`src/rtl/mult_div_unit_if.sv`:
```
// Handshake and operand/result bundle between the control unit and the
// iterative multiply/divide unit.
interface mult_div_unit_if;
    logic        start;
    logic        op;
    logic [31:0] a;
    logic [31:0] b;
    logic        busy;
    logic        done;
    logic        div_zero;
    logic [31:0] hi;
    logic [31:0] lo;

    // Control unit side: issues requests, reads status and HI/LO.
    modport master (
        output start, op, a, b,
        input  busy, done, div_zero, hi, lo
    );

    // Unit side: accepts requests, produces status and HI/LO.
    modport slave (
        input  start, op, a, b,
        output busy, done, div_zero, hi, lo
    );
endinterface

```
`src/rtl/mult_div_unit.sv`:
```
// Iterative signed multiply/divide unit holding the HI/LO registers.
// Both operations work on magnitudes for 32 cycles and apply the sign
// correction in a single FINISH cycle. All outputs are registered.
module mult_div_unit (
    input  logic            clk,
    input  logic            reset,
    mult_div_unit_if.slave  bus
);

    typedef enum logic [1:0] {
        IDLE   = 2'd0,
        RUN    = 2'd1,
        FINISH = 2'd2
    } state_t;

    state_t      state_q;
    state_t      state_d;
    logic [5:0]  count_q;
    logic        op_q;
    logic        sign_a_q;
    logic        sign_b_q;
    logic        dz_q;
    logic [31:0] mag_a_q;
    logic [31:0] mag_b_q;
    // Multiply: full 64-bit accumulator, low half doubles as the multiplier
    // shift register. Divide: low half is the dividend/quotient shift register.
    logic [63:0] acc_q;
    logic [32:0] rem_q;

    logic        busy_q;
    logic        done_q;
    logic        div_zero_q;
    logic [31:0] hi_q;
    logic [31:0] lo_q;

    logic        busy_d;
    logic        done_d;
    logic        div_zero_d;
    logic        write_d;
    logic        accept;
    logic        is_div_zero;

    logic [31:0] abs_a;
    logic [31:0] abs_b;
    logic [32:0] mul_sum;
    logic [32:0] div_shift;
    logic [32:0] div_diff;
    logic        div_fits;
    logic        neg_result;
    logic [63:0] prod_fix;
    logic [31:0] quot_fix;
    logic [31:0] rem_fix;

    // Operand magnitudes; -0x80000000 wraps back to 0x80000000, which is the
    // correct unsigned magnitude.
    assign abs_a       = bus.a[31] ? (32'd0 - bus.a) : bus.a;
    assign abs_b       = bus.b[31] ? (32'd0 - bus.b) : bus.b;
    assign accept      = (state_q == IDLE) && bus.start;
    assign is_div_zero = bus.op && (bus.b == 32'd0);

    // One shift-add step: add the multiplicand when the current multiplier
    // bit is set, carry lands in bit 32 before the right shift.
    assign mul_sum   = {1'b0, acc_q[63:32]} + (acc_q[0] ? {1'b0, mag_a_q} : 33'd0);

    // One restoring step: bring in the next dividend bit, subtract if it fits.
    assign div_shift = {rem_q[31:0], acc_q[31]};
    assign div_diff  = div_shift - {1'b0, mag_b_q};
    assign div_fits  = (div_shift >= {1'b0, mag_b_q});

    // Sign correction applied on the way into HI/LO.
    assign neg_result = sign_a_q ^ sign_b_q;
    assign prod_fix   = neg_result ? (64'd0 - acc_q) : acc_q;
    assign quot_fix   = neg_result ? (32'd0 - acc_q[31:0]) : acc_q[31:0];
    assign rem_fix    = sign_a_q ? (32'd0 - rem_q[31:0]) : rem_q[31:0];

    // State register.
    always_ff @(posedge clk) begin
        // NOTE: sequential state uses non-blocking assignments so every
        // register samples pre-edge values regardless of statement order.
        if (reset) begin
            state_q <= IDLE;
        end else begin
            state_q <= state_d;
        end
    end

    // Next-state and next-output decode.
    always_comb begin
        // NOTE: every signal gets a default first so no path leaves it
        // unassigned, which would otherwise infer a latch.
        state_d = state_q;
        case (state_q)
            IDLE:    if (bus.start) state_d = is_div_zero ? FINISH : RUN;
            RUN:     if (count_q == 6'd31) state_d = FINISH;
            FINISH:  state_d = IDLE;
            default: state_d = IDLE;
        endcase
        busy_d     = (state_d != IDLE);
        done_d     = (state_q == FINISH);
        div_zero_d = (state_q == FINISH) && dz_q;
        write_d    = (state_q == FINISH) && !dz_q;
    end

    // Operand capture and iteration datapath.
    always_ff @(posedge clk) begin
        if (reset) begin
            count_q  <= 6'd0;
            op_q     <= 1'b0;
            sign_a_q <= 1'b0;
            sign_b_q <= 1'b0;
            dz_q     <= 1'b0;
            mag_a_q  <= 32'd0;
            mag_b_q  <= 32'd0;
            acc_q    <= 64'd0;
            rem_q    <= 33'd0;
        end else if (accept) begin
            count_q  <= 6'd0;
            op_q     <= bus.op;
            sign_a_q <= bus.a[31];
            sign_b_q <= bus.b[31];
            dz_q     <= is_div_zero;
            mag_a_q  <= abs_a;
            mag_b_q  <= abs_b;
            acc_q    <= {32'd0, bus.op ? abs_a : abs_b};
            rem_q    <= 33'd0;
        end else if (state_q == RUN) begin
            count_q <= count_q + 6'd1;
            if (!op_q) begin
                acc_q <= {mul_sum, acc_q[31:1]};
            end else begin
                rem_q        <= div_fits ? div_diff : div_shift;
                acc_q[31:0]  <= {acc_q[30:0], div_fits};
            end
        end
    end

    // Registered status and HI/LO outputs.
    always_ff @(posedge clk) begin
        if (reset) begin
            busy_q     <= 1'b0;
            done_q     <= 1'b0;
            div_zero_q <= 1'b0;
            hi_q       <= 32'd0;
            lo_q       <= 32'd0;
        end else begin
            busy_q     <= busy_d;
            done_q     <= done_d;
            div_zero_q <= div_zero_d;
            if (write_d) begin
                hi_q <= op_q ? rem_fix  : prod_fix[63:32];
                lo_q <= op_q ? quot_fix : prod_fix[31:0];
            end
        end
    end

    assign bus.busy     = busy_q;
    assign bus.done     = done_q;
    assign bus.div_zero = div_zero_q;
    assign bus.hi       = hi_q;
    assign bus.lo       = lo_q;

endmodule
```
`src/flat_wrapper.sv`:
```
// flat-port wrapper written by rule: the top's interface ports become plain ports
module mult_div_unit_flat 
  (clk, reset, bus_start, bus_op, bus_a, bus_b, bus_busy, bus_done, bus_div_zero, bus_hi, bus_lo);
  mult_div_unit_if bus_i ();
  input  logic clk;
  input  logic reset;
  input wire logic [$bits(bus_i.start)-1:0] bus_start;
  input wire logic [$bits(bus_i.op)-1:0] bus_op;
  input wire logic [$bits(bus_i.a)-1:0] bus_a;
  input wire logic [$bits(bus_i.b)-1:0] bus_b;
  output wire logic [$bits(bus_i.busy)-1:0] bus_busy;
  output wire logic [$bits(bus_i.done)-1:0] bus_done;
  output wire logic [$bits(bus_i.div_zero)-1:0] bus_div_zero;
  output wire logic [$bits(bus_i.hi)-1:0] bus_hi;
  output wire logic [$bits(bus_i.lo)-1:0] bus_lo;
  assign bus_i.start = bus_start;
  assign bus_i.op = bus_op;
  assign bus_i.a = bus_a;
  assign bus_i.b = bus_b;
  assign bus_busy = bus_i.busy;
  assign bus_done = bus_i.done;
  assign bus_div_zero = bus_i.div_zero;
  assign bus_hi = bus_i.hi;
  assign bus_lo = bus_i.lo;
  mult_div_unit u_core (.clk(clk), .reset(reset), .bus(bus_i));
endmodule
```
`config.mk`:
```
export PLATFORM = sky130hd
export DESIGN_NAME = mult_div_unit_flat
export DESIGN_NICKNAME = d
export VERILOG_FILES = /design/src/rtl/mult_div_unit_if.sv /design/src/rtl/mult_div_unit.sv /design/src/flat_wrapper.sv
export SDC_FILE = /design/constraint.sdc
export NUM_CORES = 1
export LEC_CHECK = 0
export BUFFER_PORTS_ARGS = -buffer_cell sky130_fd_sc_hd__buf_2
export CORE_MARGIN = 2
export CORE_UTILIZATION = 55
export DETAILED_ROUTE_END_ITERATION = 6
export PLACE_DENSITY_LB_ADDON = 0.08
export SLEW_MARGIN = 40
export SYNTH_ARGS = -nofsm -noshare
export SYNTH_HDL_FRONTEND = slang
export SYNTH_SLANG_ARGS = --single-unit
export TNS_END_PERCENT = 1
```
`constraint.sdc`:
```
create_clock -name clk -period 4.6 [get_ports clk]
set_input_delay 0 -clock clk [delete_from_list [all_inputs] [get_ports clk]]
set_output_delay 0 -clock clk [all_outputs]
set_load 0.005 [all_outputs]
```
# Yosys cells after proc, flatten, opt, wreduce, memory -nomap -nowiden
# Cells that the tools add are included.
[op_classes] n_addsub=8 magnitude_cmp=1 n_eq_ne=3 muxes=17 bitwise_logic=2 reduce_logical=12
[ops] op="32-bit two-way mux" count=12
[ops] op="1-bit by 32-bit subtractor with 32-bit output (first input constant)" count=4
[ops] op="64-bit two-way mux" count=1
[ops] op="1-bit by 64-bit subtractor with 64-bit output (first input constant)" count=1
[ops] op="32-bit by 32-bit adder with 33-bit output" count=1
[ops] op="33-bit by 32-bit >= comparator with 1-bit output" count=1
[ops] op="32-bit zero test" count=1
[ops] op="32-bit subtractor" count=1
[ops] op="6-bit by 1-bit adder with 6-bit output (second input constant)" count=1
[ops] op="6-bit by 5-bit == test with 1-bit output (second input constant)" count=1
[ops] op="2-bit two-way mux" count=3
[ops] op="1-bit logical AND" count=4
[ops] op="2-bit one-hot mux with 2 select lines" count=1
[ops] op="2-bit AND reduction" count=2
[ops] op="2-bit nonzero test" count=2
[ops] op="2-bit by 1-bit == test with 1-bit output (second input constant)" count=1
[ops] op="2-bit == test (second input constant)" count=1
[ops] op="2-bit zero test" count=1
[ops] op="2-bit OR reduction" count=1
[ops] op="1-bit zero test" count=1
[ops] op="1-bit inverter" count=1
[ops] op="1-bit XOR" count=1
[word_totals] ff_bits=239 in_bits=68 out_inout_bits=67 elab_cells=59

# Longest topological paths before layout
[logic_depth] word_depth=6 mapped_depth=14 depth_no_buf=13

# Least setup slack after synthesis
# OpenSTA, ideal clock, no wires.
[synth_path] kind="register to register" start="register u_core.acc_q[0]" end="register u_core.acc_q[61]" setup_time_ns=0.079 arrival_time_ns=3.244 required_ns=4.521 slack_ns=1.277 stages_incl_launch_ff=15 path_buffers=1 synth_period_minus_slack_ns=3.323 path_cell_list="dfxtp_1 clkbuf_1 and2_1 ha_1 inv_1 fa_1 nand2b_1 a21oi_1 o21a_1 o2111ai_1 a2111oi_0 o41ai_1 nor3_1 mux2_2 o211ai_1"
[synth_via] elab_chain_cells=2
[synth_lines] item="start, declared" line_no="mult_div_unit.sv:27" text="logic [63:0] acc_q;"
[synth_lines] item="start signal, assigned" line_no="mult_div_unit.sv:124" text="acc_q <= {32'd0, bus.op ? abs_a : abs_b};"
[synth_lines] item="start signal, assigned" line_no="mult_div_unit.sv:129" text="acc_q <= {mul_sum, acc_q[31:1]};"
[synth_lines] item="start signal, assigned" line_no="mult_div_unit.sv:132" text="acc_q[31:0] <= {acc_q[30:0], div_fits};"
[synth_lines] item="32-bit two-way mux" line_no="mult_div_unit.sv:63" text="assign mul_sum = {1'b0, acc_q[63:32]} + (acc_q[0] ? {1'b0, mag_a_q} : 33'd0);"
[synth_lines] item="32-bit by 32-bit adder with 33-bit output" line_no="mult_div_unit.sv:63"
# No other way between the ends.
# A chain may end at the register's enable or synchronous reset.

# Worst setup path after layout
# Ends and elaborated chain as after synthesis.

==> impl_results.md <==
* Worst Path Required at 5070 ps
* Die Y at 178 um
* CTS root buf: clkbuf_16
* Crit share post-route at 78.1%
* Ys async rst share at 0%
* Worst-path clk slew at 60 ps
* Area of the multi-input gates at 11100 um^2
* Slew Viols, Final at 0
* Layout cells sized above 1 at 10.5%
* Ant diodes at 0
* Sequential Power Share at 37.6%
* Relative slew slack at 40.5%
* Die area at 31500 um^2
* RSZ-0062 raised after global routing: no
* H-tree depth at 1
* Fin crit period at 3590 ps
* GRT busiest layer: met2
* FMAX at 0.278 GHz
* Cells after synthesis at 2192
* Least-Margin Pin Slew at 881 ps
* Leakage at 7.48 nW
* Antenna violations before repair at 1
* Setup bufs post-CTS at 0
* Vias in the first global route at 15159
* Final RePlAce weighted congestion at 1.00
* Antenna-violating nets left at 0
* Crit end category: flip-flop
* CTS tree: yes
* Gr ovfl total at 0
* Largest net degree at the start of global routing at 89
* Total number of vias at 16961
* Ys Warns at 0
* Internal power at 4.15 mW
* Final net count at 2418
* Peak VDD IR at 0.287 mV
* Global-route wire length before repair at 86500 um
* CP max-delay cell: a2111oi_0
* Arrival @ worst endpoint at 4060 ps
* Fillers at 2702
* M3 GR Usage at 4.09%
* # IOs at 135
* Max Root-Sink Buffers at 3
* Sequential element share of the synthesized area at 28.9%
* Post-route DRC at 1
* Switching Share at 31.1%
* All-Layer GR Usage at 34.8%
* Most frequent cells after synthesis: 252 x nor2_1, 239 x dfxtp_1, 224 x nand2_1
* Register area at 4790 um^2
* CP peak stage delay at 620 ps
* TNS Setup at 0 ps
* Crit path cell chain: buf_4 > nand2_1 > fa_1 > nand2b_1 > a21oi_1 > o21a_1 > o2111ai_1 > a2111oi_0 > o41ai_1 > nor3_1 > mux2_2 > o211ai_1
* Most frequent cell after synthesis: nor2_1
* Max-cap violations at 0
* Syn Nets at 2331
* Combinational share of power at 21.5%
* Row count at 63
* Crit path launch type: flip-flop
* HP Class: in -> reg
* Starting Density at 55.9%
* Top post-synthesis cells by area: dfxtp_1 29%, nor2_1 5.7%, a211oi_1 5.5%, xor2_1 5.3%, ha_1 5.2%
* Detailed Routing Iterations Pass 1 at 7
* Switching Power at 1.87 mW
* Clock network power share at 40.9%
* M1 GR Usage at 50.3%
* Final Util at 63.8%
* Via density per instance at 6.31
* Worst-path maximum fanout at 36
* Primary FF master, synth: dfxtp_1
* Endpoints failing setup at 0
* Worst-Skew Late Latency at 550 ps
* Area grow syn2layout at 14.2%
* Pwr Density at 319 nW/um^2
* Hold Vio Cnt, Final at 0
* Initial drt markers at 1945
* Total Wirelength at 56200 um
* Avg WL per Cell at 20.9 um
* Core Area at 29600 um^2
* Violated checks: design-rule violations
* Area leader, netlist: dfxtp_1
* DPL Wire Length at 42300 um
* Crit Path Class: reg -> reg
* Post-synthesis sequential element count at 239
* Chip Width at 178 um
* Mean Syn Cell Area at 7.55 um^2
* TritonCTS Buffers at 28
* EDFF count, synth at 0
* Met2 usage at 53.7%
* Synth top area share at 28.9%
* Sink Count at 239
* Synth unique cells at 74
* IO Port Bufs at 134
* Clock Skew at 11.7 ps
* Mapped cell area at 16600 um^2
* Outcome: finished, violations left
power groups by stage:
| stage | registers, mW | logic [mW] | clock network (mW) |
|---|---|---|---|
| after floorplan | 2.25 | 0.891 | 0 |
| after global placement | 2.30 | 1.21 | 0 |
| after detailed placement | 2.31 | 1.23 | 0 |
| after CTS | 2.26 | 1.26 | 2.47 |
| after global routing | 2.28 | 1.40 | 2.55 |
| final | 2.27 | 1.29 | 2.47 |
area by class of cell:
cell class                      count  area share, %
Multi-Input combinational cell   1752           58.7
Sequential cell                   239           25.3
Timing Repair Buffer              202           6.94
Clock buffer                       34           4.09
Tap cell                          390           2.58
Clock inverter                     17           1.30
Inverter                           56           1.11
cells by family after synthesis:
kind of cell	Yosys count	synth area share, %
mux	66	4.00
simple gates	773	21.9
buf+inv	201	4.65
xor+xnor	187	9.89
flops	239	28.9
compound gates	655	25.2
fa+ha+maj	71	5.46
through the flow:
stage	instance area, um^2	hold WS [ps]	worst slack, ps	power (mW)	std cells
3_3_place_gp	17400	315	1090	3.52	2594
3_5_place_dp	17400	317	1050	3.53	2594
4_1_cts	18900	1.41	1000	6.00	2690
2_1_floorplan	16600	136	1280	3.14	2192
5_1_grt	18900	13.4	446	6.23	2690
6_report	18900	17.2	1010	6.03	2690
layer usage:
metal  vias to the layer above  share of wire (%)
met1                      7993                 45
met4                         2                3.6
met2                       777                 43
li1                       8074                  -
met3                       115                7.7
met5                         -              0.021
final timing paths:
path                                  startpoint                         endpoint  slack (ps)  depth (start not counted)
setup / recovery    u_core.acc_q[0]$_SDFFE_PP0P_    u_core.acc_q[61]$_SDFFE_PP0P_        1010                         12
hold / removal                         bus_b[27]  u_core.mag_b_q[27]$_SDFFE_PP0P_          20                          3
setup reg to reg    u_core.acc_q[0]$_SDFFE_PP0P_    u_core.acc_q[61]$_SDFFE_PP0P_        1010                         12
hold reg to reg   u_core.bus.hi[23]$_SDFFE_PP0P_   u_core.bus.hi[23]$_SDFFE_PP0P_         430                          2
layout by cell type (no fill, tap or decap), types with 6 or more instances in the layout:
master	Yosys	final
a211oi_1	122	122
a21o_1	24	24
a21oi_1	171	171
a31oi_1	20	20
and2_1	41	39
and3_1	7	7
buf_2	4	133
buf_4	0	22
bufinv_16	0	6
clkbuf_16	0	29
clkinv_2	0	7
dfxtp_1	239	238
dlygate4sd3_1	0	45
ha_1	69	69
inv_1	55	55
mux2i_1	65	65
nand2_1	224	223
nand2b_1	19	19
nand3_1	47	47
nand4_1	28	28
nor2_1	252	247
nor2b_1	18	18
nor3_1	46	44
nor4_1	18	18
o211ai_1	24	24
o21a_1	8	8
o21ai_0	153	153
o21bai_1	9	9
o22ai_1	12	12
o31ai_1	42	42
o41ai_1	10	10
or3_1	33	33
or4_1	11	11
xnor2_1	86	85
xor2_1	101	100
registers in the layout (all words and copies together), names as in the netlist:
name	flops
u_core.bus.hi	32
u_core.count_q	6
u_core.sign_a_q	1
u_core.state_q	2
u_core.bus.busy	1
u_core.op_q	1
u_core.bus.done	1
u_core.rem_q	32
u_core.acc_q	64
u_core.sign_b_q	1
u_core.bus.lo	32
u_core.bus.div_zero	1
u_core.mag_b_q	32
u_core.dz_q	1
u_core.mag_a_q	32
repair_timing:
item	CTS	global route
hold buffers	45	0
endpoints found under the hold margin	49	0
gates resized for setup	0	0
worst max-delay path, delay by kind of cell, from the launching register on:
family / cells / cell delay [ps]
AND/OR/NAND/NOR: 3 / 570
AO/OA/AOI/OAI: 6 / 1540
buffers and inverters: 1 / 290
adder cells (fa/ha/maj): 1 / 420
flip-flops: 1 / 320
multiplexers: 1 / 360
No activity file was read; power rests on OpenSTA's default activity.
